`config.mk`:
```
export PLATFORM = sky130hd
export DESIGN_NAME = modbus_frame_rx
export DESIGN_NICKNAME = d
export VERILOG_FILES = /design/src/rtl/modbus_frame_rx.sv
export SDC_FILE = /design/constraint.sdc
export NUM_CORES = 1
export LEC_CHECK = 0
export BUFFER_PORTS_ARGS = -buffer_cell sky130_fd_sc_hd__buf_2
export CAP_MARGIN = 20
export CORE_MARGIN = 10
export CORE_UTILIZATION = 51
export CTS_CLUSTER_SIZE = 14
export DETAILED_ROUTE_END_ITERATION = 7
export MAX_ROUTING_LAYER = met4
export PLACE_DENSITY = 0.72
export REMOVE_ABC_BUFFERS = 1
export SETUP_SLACK_MARGIN = 0.5
export SYNTH_ARGS = -nofsm -noshare
export SYNTH_HDL_FRONTEND = slang
export SYNTH_SLANG_ARGS = --single-unit
```
`constraint.sdc`:
```
create_clock -name clk_in -period 2.7 [get_ports clk_in]
set_input_delay 0.135 -clock clk_in [delete_from_list [all_inputs] [get_ports clk_in]]
set_output_delay 0.135 -clock clk_in [all_outputs]
set_load 0.01 [all_outputs]
```
`src/rtl/modbus_frame_rx.sv`:
```
// rtl/modbus_frame_rx.sv - Modbus RTU frame receiver with T1.5 gap and T3.5 delimiter timing
// Optional station-address filter enabled by defining MODBUS_ADDR_FILTER_EN.
module modbus_frame_rx #(
  parameter logic [15:0] T15_CYCLES = 16'd573,
  parameter logic [15:0] T35_CYCLES = 16'd1337,
  parameter logic [7:0]  SLAVE_ADDR = 8'h01
) (
  input  logic        clk_in,
  input  logic        rst_in,
  input  logic [7:0]  rx_byte,
  input  logic        rx_byte_valid,
  output logic [47:0] frame_data,
  output logic [15:0] frame_crc,
  output logic        rx_message_done,
  output logic        frame_err,
  output logic [1:0]  err_code
);

`ifdef MODBUS_ADDR_FILTER_EN
  localparam bit ADDR_FILTER = 1'b1;
`else
  localparam bit ADDR_FILTER = 1'b0;
`endif

  typedef enum logic [2:0] {
    ST_STARTUP,
    ST_IDLE,
    ST_RECEIVE,
    ST_DROP,
    ST_PUBLISH
  } state_t;

  state_t      state;
  state_t      state_nxt;
  logic [15:0] idle_cnt;
  logic [3:0]  byte_cnt;
  logic        gap_flag;
  logic        long_flag;
  logic [7:0]  byte_buf [8];

  logic        t35_silent;
  logic        start_byte;
  logic        addr_ok;
  logic        frame_bad;
  logic [1:0]  err_code_nxt;
  logic        publish_now;
  logic        discard_now;

  // A strobe always wins over the delimiter: silence only counts with no byte present.
  assign t35_silent = (idle_cnt == T35_CYCLES) && !rx_byte_valid;
  assign addr_ok    = !ADDR_FILTER || (rx_byte == SLAVE_ADDR) || (rx_byte == 8'h00);
  assign start_byte = rx_byte_valid && addr_ok &&
                      ((state == ST_IDLE) || (state == ST_PUBLISH));

  assign frame_bad    = gap_flag || long_flag || (byte_cnt < 4'd8);
  assign err_code_nxt = gap_flag ? 2'b11 : (long_flag ? 2'b10 : 2'b01);

  always_ff @(posedge clk_in) begin
    if (rst_in) begin
      idle_cnt <= '0;
    end else if (rx_byte_valid) begin
      idle_cnt <= '0;
    end else if (idle_cnt != T35_CYCLES) begin
      idle_cnt <= idle_cnt + 16'd1;
    end
  end

  always_ff @(posedge clk_in) begin
    if (rst_in) begin
      state <= ST_STARTUP;
    end else begin
      state <= state_nxt;
    end
  end

  always_comb begin
    state_nxt = state;
    case (state)
      ST_STARTUP: begin
        if (t35_silent) state_nxt = ST_IDLE;
      end
      ST_IDLE, ST_PUBLISH: begin
        if (rx_byte_valid) begin
          state_nxt = addr_ok ? ST_RECEIVE : ST_DROP;
        end else begin
          state_nxt = ST_IDLE;
        end
      end
      ST_RECEIVE: begin
        if (t35_silent) state_nxt = frame_bad ? ST_IDLE : ST_PUBLISH;
      end
      ST_DROP: begin
        if (t35_silent) state_nxt = ST_IDLE;
      end
      default: state_nxt = ST_STARTUP;
    endcase
  end

  always_comb begin
    publish_now = 1'b0;
    discard_now = 1'b0;
    case (state)
      ST_PUBLISH: publish_now = 1'b1;
      ST_RECEIVE: discard_now = t35_silent && frame_bad;
      default: begin
        publish_now = 1'b0;
        discard_now = 1'b0;
      end
    endcase
  end

  always_ff @(posedge clk_in) begin
    if (rst_in) begin
      byte_cnt  <= '0;
      gap_flag  <= 1'b0;
      long_flag <= 1'b0;
    end else if (start_byte) begin
      byte_cnt  <= 4'd1;
      gap_flag  <= 1'b0;
      long_flag <= 1'b0;
    end else if ((state == ST_RECEIVE) && rx_byte_valid) begin
      if (idle_cnt >= T15_CYCLES) gap_flag <= 1'b1;
      if (byte_cnt < 4'd8) begin
        byte_cnt <= byte_cnt + 4'd1;
      end else begin
        long_flag <= 1'b1;
        byte_cnt  <= 4'd9;
      end
    end
  end

  // Buffer holds no state that matters outside a frame, so it is left unreset.
  always_ff @(posedge clk_in) begin
    if (start_byte) begin
      byte_buf[0] <= rx_byte;
    end else if ((state == ST_RECEIVE) && rx_byte_valid && (byte_cnt < 4'd8)) begin
      byte_buf[byte_cnt[2:0]] <= rx_byte;
    end
  end

  always_ff @(posedge clk_in) begin
    if (rst_in) begin
      frame_data      <= '0;
      frame_crc       <= '0;
      rx_message_done <= 1'b0;
      frame_err       <= 1'b0;
      err_code        <= 2'b00;
    end else begin
      rx_message_done <= publish_now;
      frame_err       <= discard_now;
      if (publish_now) begin
        frame_data <= {byte_buf[0], byte_buf[1], byte_buf[2],
                       byte_buf[3], byte_buf[4], byte_buf[5]};
        frame_crc  <= {byte_buf[7], byte_buf[6]};
      end
      if (discard_now) begin
        err_code <= err_code_nxt;
      end
    end
  end

endmodule

```
==> impl_metrics.csv, run 1 <==
group,metric,value,unit
route,via_per_inst,5.24,
setup_path,worstPathCellList,"and4bb_2 > nand3b_1 > nor2_1",
place,place.gp.congestion,0.804,
setup_path,arrival,2.18,ns
min_path,worstHoldPathType,"in -> reg",
power_and_ir_drop,irDropWorstVdd,0.000394,V
flow_run,cap_viol_max_count,0,
finish,synthToLayoutAreaGrowth,21.7,%
route,drt_first_pass_iters,4,
power_and_ir_drop,p_int,3.94,mW
power_and_ir_drop,p_sw,0.911,mW
sta,worst_pin_slew,0.774,ns
global_route,grt_pass1_vias,3967,
setup_path,crit_type,"reg -> reg",
sta,fin_crit_sh,0.751,
floorplan,die-width,125,µm
synthesis,ys_warn_count,0,
clock_network,cts.sinks,157,
min_path,holdCritStartpoint,"rst_in",
synthesis,syn_inst,521,
finish,final_area,6820,µm²
power_and_ir_drop,switching_share,0.188,
clock_network,clk_pin_slew,0.06,ns
min_path,hold-path-endpoint,"frame_crc[11]",
synthesis,seq_area_frac_synth,0.675,
power_and_ir_drop,seqPwrFrac,0.509,
floorplan,pin_count,79,
sta,hold_viol,0,
clock_network,cts_max_level,4,
synthesis,synth_seq_cells,157,
setup_path,rrSetupSlack,0.67,ns
global_route,globalRouteOverflowTotal,0,
finish,final_util,0.632,
setup_path,r2r_start,"state[2]",
setup_path,critPathRequiredTime,2.85,ns
power_and_ir_drop,p_comb_frac,0.013,
route,ant_nets,0,
clock_network,cts_tree,"built",
clock_network,cts_max_path_buffers,2,
setup_path,critPathLaunchType,"register",
setup_path,crit_slowest_cell,"nor2_1",
place,place_area,6160,µm²
clock_network,root_buffer,"clkbuf_8",
synthesis,synth.distinct_cells,44,
setup_path,critPathCaptureType,"register",
floorplan,core.rowCount,38,
sta,period_needed,2.03,ns
route,vias,3986,
min_path,hold_depth,2,
setup_path,crit_fanout,9,
sta,setup_viol_count_final,0,
power_and_ir_drop,powerDensity,711,nW/µm²
setup_path,cpPeakStageDelay,0.66,ns
finish,layout_common_cells,"nand2_1, dfxtp_1, buf_2",
finish,final_common_cell,"nand2_1",
floorplan,fp.dieArea,15600,µm²
global_route,grt_antenna_before_repair,0,
finish,fin_nets,624,
place,port_buffers,78,
clock_network,clk_latency,0.52,ns
power_and_ir_drop,pwr-share-clk,0.477,
sta,slew_headroom,0.482,
finish,final_layout_size_suffix_gt1_frac,0.197,
global_route,track_usage,0.168,
clock_network,post_cts_resized,0,
route,wl_per_cell,16.3,µm
clock_network,numCtsBuffers,17,
floorplan,die_h,125,µm
sta,report.final.slew_viol_count,0,
floorplan,coreArea,10800,µm²
setup_path,r2r_end,"byte_buf[7][5]",
setup_path,rr_worst_depth,3,
global_route,grt_pass1_wl,20.7,mm
sta,rsz0062_at_grt,"false",
place,post-dp-hpwl,8.21,mm
route,postRouteWirelength,12.4,mm
route,drtIter0Drc,338,
outcome,outcome,"complete, no violations",
finish,antenna_cells,0,
sta,achievable-frequency,493,MHz
global_route,grt_start_max_net_pins,65,
clock_network,cts_hold_buf,9,
sta,skew,0.00585,ns
power_and_ir_drop,p_leak,2.50,nW
clock_network,cts_setup_buffers,0,
synthesis,synth_area,5610,µm²
route,drc_errors,0,
synthesis,postSynthAreaPerCell,10.8,µm²
floorplan,start_util,0.519,
==> flip-flops by register name (all words and copies together), names as in the netlist <==
register	flops
frame_data	48
frame_err	1
idle_cnt	16
rx_message_done	1
gap_flag	1
err_code	2
byte_buf	64
frame_crc	16
byte_cnt	4
long_flag	1
state	3
==> how the worst max path moves through the flow <==
stage	startpoint	end	slack, ns
global route	state[0]	byte_buf[7][5]	0.55
floorplan	state[0]	byte_buf[6][0]	-0.01
finish	state[2]	byte_buf[7][5]	0.67
detailed placement	state[2]	byte_buf[7][4]	0.68
CTS	state[0]	byte_buf[7][0]	0.67
global placement	state[0]	byte_buf[7][3]	0.76
==> logic make-up after synthesis <==
logic type / share of synthesized area
compound gates: 0.0873
xor+xnor: 0.0219
fa+ha+maj: 0.00893
buf+inv: 0.0239
flops: 0.675
mux: 0.00179
simple gates: 0.181
==> metal layers <==
metal	track usage	share of wire
met1	0.199	0.43
met5	-	0
met3	0.0570	0.060
met2	0.267	0.50
met4	0.0461	0.012
==> stage by stage <==
stage	hold slack, ns	total power, mW	cells	setup TNS (ns)	setup slack [ns]
after floorplan	0.204	2.53	494	-0.0939	-0.0117
after global placement	0.434	2.57	721	0	0.760
after detailed placement	0.433	2.57	721	0	0.683
after CTS	0.104	4.89	760	0	0.667
after global routing	0.149	4.99	760	0	0.548
final	0.125	4.85	760	0	0.672
==> area by class of cell <==
cell class,instances,area (µm²)
inverters,8,30.0
clock buffers,24,460
multi-input cells,329,1700
well taps,140,175
repair buffers,96,561
flip-flops and latches,157,3780
fillers,867,3970
clock inverters,6,113
==> Yosys cell counts <==
library cell / n / area, µm²
nand2_1: 141 / 529
dfxtp_1: 93 / 1860
a21oi_1: 71 / 355
edfxtp_1: 64 / 1920
nor2_1: 25 / 93.8
clkbuf_1: 19 / 71.3
nand3_1: 10 / 50.1
xnor2_1: 10 / 87.6
nor3_1: 9 / 45.0
inv_1: 8 / 30.0
nor4_1: 7 / 43.8
buf_1: 6 / 22.5
o21ai_0: 6 / 30.0
ha_1: 4 / 50.1
nand4_1: 4 / 25.0
xor2_1: 4 / 35.0
nand2b_1: 3 / 18.8
nand3b_1: 3 / 22.5
nor2b_1: 3 / 18.8
a2111oi_0: 2 / 17.5
and3_1: 2 / 12.5
and4bb_2: 2 / 25.0
buf_2: 2 / 10.0
nor4b_1: 2 / 17.5
or4_1: 2 / 15.0
a211o_2: 1 / 10.0
a211oi_1: 1 / 7.51
a31o_1: 1 / 8.76
a41oi_1: 1 / 8.76
and2_1: 1 / 6.26
and4b_1: 1 / 10.0
mux2i_1: 1 / 10.0
nand4_4: 1 / 21.3
nor3_4: 1 / 16.3
nor4b_4: 1 / 23.8
o2111ai_1: 1 / 8.76
o211a_1: 1 / 10.0
o21a_1: 1 / 7.51
o21bai_1: 1 / 7.51
o22a_1: 1 / 8.76
o311ai_0: 1 / 8.76
or2_2: 1 / 6.26
or3_1: 1 / 6.26
or3b_1: 1 / 8.76
==> critical path, delay by kind of cell, from the launching register on <==
family        cells  cell delay, ns
flops             1            0.40
simple gates      3            1.26
==> power groups by stage <==
stage | clock (mW) | combinational (mW) | sequential [mW]
floorplan | 0 | 0.0110 | 2.52
global placement | 0 | 0.0525 | 2.52
detailed placement | 0 | 0.0540 | 2.52
CTS | 2.36 | 0.0657 | 2.47
global route | 2.45 | 0.0734 | 2.47
finish | 2.31 | 0.0650 | 2.47
(Power assumes the default switching activity.)
==> run 2: changes to the inputs <==
==> constraint.sdc (replaced) <==
create_clock -name clk_in -period 1.77 [get_ports clk_in]
set_input_delay 0.0885 -clock clk_in [delete_from_list [all_inputs] [get_ports clk_in]]
set_output_delay 0.0885 -clock clk_in [all_outputs]
set_load 0.01 [all_outputs]
==> impl_metrics.csv, run 2 (same netlist as run 1, synthesis figures left out) <==
group,metric,value,unit
min_path,holdCritStartpoint,"rx_byte_valid",
sta,rsz0062_at_grt,"true",
sta,slew_headroom,0.471,
clock_network,clk_pin_slew,0.06,ns
finish,layout_common_cells,"buf_2, dfxtp_1, nand2_1",
clock_network,clk_latency,0.55,ns
floorplan,core.rowCount,38,
flow_run,cap_viol_max_count,0,
finish,final_layout_size_suffix_gt1_frac,0.544,
place,place.gp.congestion,0.885,
setup_path,r2r_end,"byte_buf[1][0]",
global_route,grt_pass1_vias,4599,
finish,fin_nets,691,
setup_path,crit_fanout,5,
clock_network,root_buffer,"clkbuf_8",
global_route,use_met2,0.358,
floorplan,start_util,0.519,
sta,period_needed,1.74,ns
sta,hold_viol,0,
setup_path,rr_worst_depth,4,
min_path,worstHoldPathType,"in -> reg",
clock_network,numCtsBuffers,17,
route,drt_first_pass_iters,5,
setup_path,critPathLaunchType,"register",
power_and_ir_drop,p_leak,3.65,nW
route,drc_errors,0,
clock_network,cts_max_path_buffers,2,
setup_path,rrSetupSlack,0.03,ns
sta,skew,0.0142,ns
global_route,met1_usage,0.238,
setup_path,crit_type,"reg -> reg",
global_route,grt_pass1_wl,25.5,mm
floorplan,coreArea,10800,µm²
finish,fillCellCount,537,
route,drtIter0Drc,434,
route,postRouteWirelength,18.5,mm
route,vias,4747,
place,port_buffers,78,
finish,largest_register,"byte_buf",
sta,setup_viol_count_final,0,
min_path,hold-path-endpoint,"state[1]",
global_route,globalRouteOverflowTotal,0,
sta,achievable-frequency,576,MHz
finish,top_regs,"byte_buf: 64 flops, frame_data: 48 flops",
place,post-dp-hpwl,8.21,mm
floorplan,die-width,125,µm
power_and_ir_drop,powerDensity,878,nW/µm²
sta,worst_pin_slew,0.793,ns
finish,final_common_cell,"buf_2",
floorplan,die_h,125,µm
sta,fin_crit_sh,0.981,
setup_path,r2r_start,"state[2]",
setup_path,critPathCaptureType,"register",
finish,largest_register_ff_count,64,
floorplan,fp.dieArea,15600,µm²
power_and_ir_drop,irDropWorstVdd,0.000605,V
finish,seqCellArea,3810,µm²
route,wl_per_cell,22.3,µm
min_path,hold_depth,4,
clock_network,cts_tree,"built",
global_route,track_usage,0.210,
global_route,busiest_layer,"met2",
finish,synthToLayoutAreaGrowth,56.2,%
floorplan,pin_count,79,
setup_path,arrival,1.98,ns
power_and_ir_drop,power,7.68,mW
route,ant_nets,0,
clock_network,cts.sinks,157,
finish,multi_input_area,2720,µm²
global_route,grt_start_max_net_pins,67,
clock_network,cts_max_level,4,
route,via_per_inst,5.73,
global_route,grt_antenna_before_repair,0,
global_route,met3_usage,0.0477,
sta,report.final.slew_viol_count,0,
finish,antenna_cells,0,
outcome,outcome,"complete, no violations",
finish,final_util,0.811,
setup_path,critPathRequiredTime,2.02,ns
[run 2: changes by cell type in the layout (fill, tap and decap cells not counted), moves of 8 or more]
cell	change
a21oi_1	-64
a21oi_2	+64
buf_4	+22
buf_6	+30
dfxtp_1	-16
dfxtp_2	+12
nand2_1	-66
nand2_4	+60
nor3_1	-8
[run 2: worst max path at each step]
stage	end	start	cells after the start	slack, ns
final	byte_buf[1][0]	state[2]	4	0.03
after CTS	err_code[1]	idle_cnt[1]	6	0.20
after detailed placement	err_code[1]	idle_cnt[0]	5	0.08
after floorplan	byte_buf[6][0]	state[0]	3	-0.94
after global placement	byte_buf[6][2]	state[0]	4	0.13
after global routing	byte_buf[1][0]	state[2]	4	-0.04
[run 2: critical path, cell delays in order (launching register included)]
cell and delay (ns):
dfxtp_2 0.33, and4bb_4 0.38, nand3b_1 0.26, nor3_2 0.27
buf_4 0.20
[run 2: layout make-up]
cell class,count,share of cell area
Inverter,8,0.00343
Multi-Input combinational cell,329,0.311
Clock buffer,19,0.0493
Tap cell,140,0.0200
Clock inverter,13,0.0197
Sequential cell,157,0.436
Timing Repair Buffer,163,0.161
[run 2: power breakdown]
group	switching, mW	internal, mW	total, mW
sequential	0.00290	3.76	3.76
clock	1.47	2.31	3.78
combinational	0.100	0.0451	0.145
total	1.57	6.11	7.68
[run 2: stage by stage]
stage,hold slack [ns],cells,TNS (ns),setup WS [ns],instance area [µm²]
floorplan,0.158,494,-22.44,-0.942,5500
global placement,0.375,736,0,0.125,6280
detailed placement,0.374,736,0,0.0807,6280
CTS,0.0183,811,0,0.197,7990
global route,0.0942,829,-0.243,-0.0385,8750
finish,0.0511,829,0,0.0338,8750
[run 2: per-layer routing]
metal | share of wire | wire length (µm)
met5 | 0 | 0
met1 | 0.39 | 7140
met4 | 0.026 | 489
met2 | 0.52 | 9720
met3 | 0.063 | 1170
[run 2: repair_timing]
item                                    in CTS  in global routing
pin swaps                                   55                 68
hold buffers                                10                  0
gates resized for setup                    160                154
setup buffers                               26                 18
cloned                                       7                  0
endpoints found under the hold margin       65                  0
endpoints found under the setup margin     151                156
==> run 3: changes to the inputs <==
--- a/config.mk
+++ b/config.mk
@@ -12,7 +12,7 @@
 export CTS_CLUSTER_SIZE = 14
 export DETAILED_ROUTE_END_ITERATION = 7
 export MAX_ROUTING_LAYER = met4
-export PLACE_DENSITY = 0.72
+export PLACE_DENSITY = 0.75
 export REMOVE_ABC_BUFFERS = 1
 export SETUP_SLACK_MARGIN = 0.5
 export SYNTH_ARGS = -nofsm -noshare
==> constraint.sdc (replaced) <==
create_clock -name clk_in -period 1.77 [get_ports clk_in]
set_input_delay 0.0885 -clock clk_in [delete_from_list [all_inputs] [get_ports clk_in]]
set_output_delay 0.0885 -clock clk_in [all_outputs]
set_load 0.05 [all_outputs]
==> impl_metrics.csv, run 3 (same netlist as run 1, synthesis figures left out) <==
group,metric,value,unit
route,postRouteWirelength,16.5,mm
setup_path,critPathRequiredTime,2.19,ns
setup_path,worstPathCellList,"inv_2 > ha_4 > and4b_2 > nand4_4 > or4_1 > a31o_1",
route,met1Wirelength,6.32,mm
sta,report.final.slew_viol_count,0,
route,drt_first_pass_iters,5,
global_route,globalRouteOverflowTotal,0,
global_route,grt_antenna_before_repair,0,
setup_path,critPathCaptureType,"register",
sta,hold_viol,0,
finish,largest_register_ff_count,64,
place,dpl.cell_count,735,
setup_path,crit_fanout,4,
route,vias,4564,
floorplan,die_h,125,µm
place,port_buffers,78,
clock_network,numCtsBuffers,17,
setup_path,critPathBufInv,1,
floorplan,die-width,125,µm
route,ant_nets,0,
finish,top_regs,"byte_buf: 64 flops, frame_data: 48 flops",
sta,worst_pin_slew,0.738,ns
floorplan,start_util,0.519,
route,via_per_inst,5.53,
route,route.met3.wl,948,µm
clock_network,root_buffer,"clkbuf_8",
sta,achievable-frequency,570,MHz
floorplan,coreArea,10800,µm²
global_route,grt_start_max_net_pins,66,
sta,skew,0.0152,ns
route,wl_per_cell,20.0,µm
power_and_ir_drop,irDropWorstVdd,0.000522,V
finish,final_layout_size_suffix_gt1_frac,0.382,
finish,instances_no_fill,825,
route,drc_errors,0,
sta,hold_ws,0.0543,ns
sta,setup_ws,0.0155,ns
power_and_ir_drop,powerDensity,959,nW/µm²
finish,layout_common_cells,"nand2_1, dfxtp_1, edfxtp_1",
global_route,track_usage,0.189,
setup_path,crit_type,"reg -> reg",
setup_path,arrival,2.18,ns
power_and_ir_drop,p_leak,3.07,nW
place,place_ws,0.0529,ns
route,highest_layer,"met4",
finish,final_common_cell,"nand2_1",
clock_network,clk_pin_slew,0.06,ns
setup_path,critPathLaunchType,"register",
route,drtIter0Drc,349,
place,post-dp-hpwl,8.12,mm
clock_network,clk_latency,0.54,ns
flow_run,cap_viol_max_count,0,
clock_network,cts_max_path_buffers,2,
finish,synthToLayoutAreaGrowth,45.7,%
sta,rsz0062_at_grt,"true",
floorplan,pin_count,79,
setup_path,rrSetupSlack,0.02,ns
setup_path,cpPeakStageDelay,0.45,ns
floorplan,core.rowCount,38,
outcome,outcome,"complete, no violations",
sta,setup_viol_count_final,0,
finish,largest_register,"byte_buf",
setup_path,crit_slowest_cell,"or4_1",
setup_path,critical-path-top-delay-family,"simple AND/OR/NAND/NOR gates",
global_route,grt_pass1_vias,4341,
clock_network,cts_max_level,4,
sta,setup-tns-final,0,ns
clock_network,cts.sinks,157,
sta,period_needed,1.75,ns
min_path,worstHoldPathType,"in -> reg",
place,place.gp.congestion,0.880,
route,wl_met2,8.80,mm
clock_network,cts_tree,"built",
sta,fin_crit_sh,0.991,
sta,slew_headroom,0.508,
finish,fillCellCount,628,
global_route,grt_pass1_wl,22.9,mm
floorplan,fp.dieArea,15600,µm²
finish,fin_nets,687,
finish,antenna_cells,0,
power_and_ir_drop,power,7.84,mW
==> run 3: cell types whose count changed in the layout (fill, tap and decap cells not counted), sizes merged <==
| cell | delta |
|---|---|
| clkbuf | +20 |
| clkinv | -4 |
| buf | -25 |
| clkinvlp | +1 |
| dlygate4sd3 | +1 |
| bufinv | +1 |
| inv | +2 |
==> run 3: tightest hold or removal path, cell delays in order <==
cell and delay, ns:
buf_2 0.12, buf_4 0.17, nand3_2 0.11, a21oi_1 0.07
==> run 3: metal layers <==
| metal | up-vias | GRT usage |
|---|---|---|
| met3 | 37 | 0.0532 |
| li1 | 2103 | - |
| met1 | 2246 | 0.208 |
| met4 | 0 | 0.0874 |
| met5 | - | - |
| met2 | 178 | 0.313 |
==> run 3: final timing paths <==
kind	depth (start not counted)	start	to
hold reg to reg	2	frame_crc[10]	frame_crc[10]
setup / recovery	6	idle_cnt[1]	err_code[1]
setup reg to reg	6	idle_cnt[1]	err_code[1]
hold / removal	4	rx_byte_valid	byte_cnt[0]
==> run 3: stage by stage <==
step                cell area, µm²   util
floorplan                     5500      -
global placement              6260  0.580
detailed placement            6260  0.580
CTS                           7630  0.707
global route                  8170  0.757
finish                        8170  0.757
==> run 3: timing repair <==
item,CTS,global route
hold buffers,11,0
setup buffers,26,16
resized for setup,103,80
setup endpoints to repair,161,171
hold endpoints to repair,66,0
gates cloned,1,4
pin swaps,31,29
==> run 3: area by class of cell <==
cell class,instances,area (µm²),area share
sequential,157,3820,0.468
multi-input combinational,329,2120,0.259
timing repair buffer,159,1380,0.169
clock buffer,19,422,0.0516
clock inverter,13,214,0.0262
tap,140,175,0.0214
inverter,8,35.0,0.00429
==> run 3: power by group <==
group          total, mW  switching (mW)  internal, mW
clock               3.94            1.49          2.45
combinational      0.150          0.0950        0.0547
sequential          3.75         0.00288          3.75
total               7.84            1.59          6.25
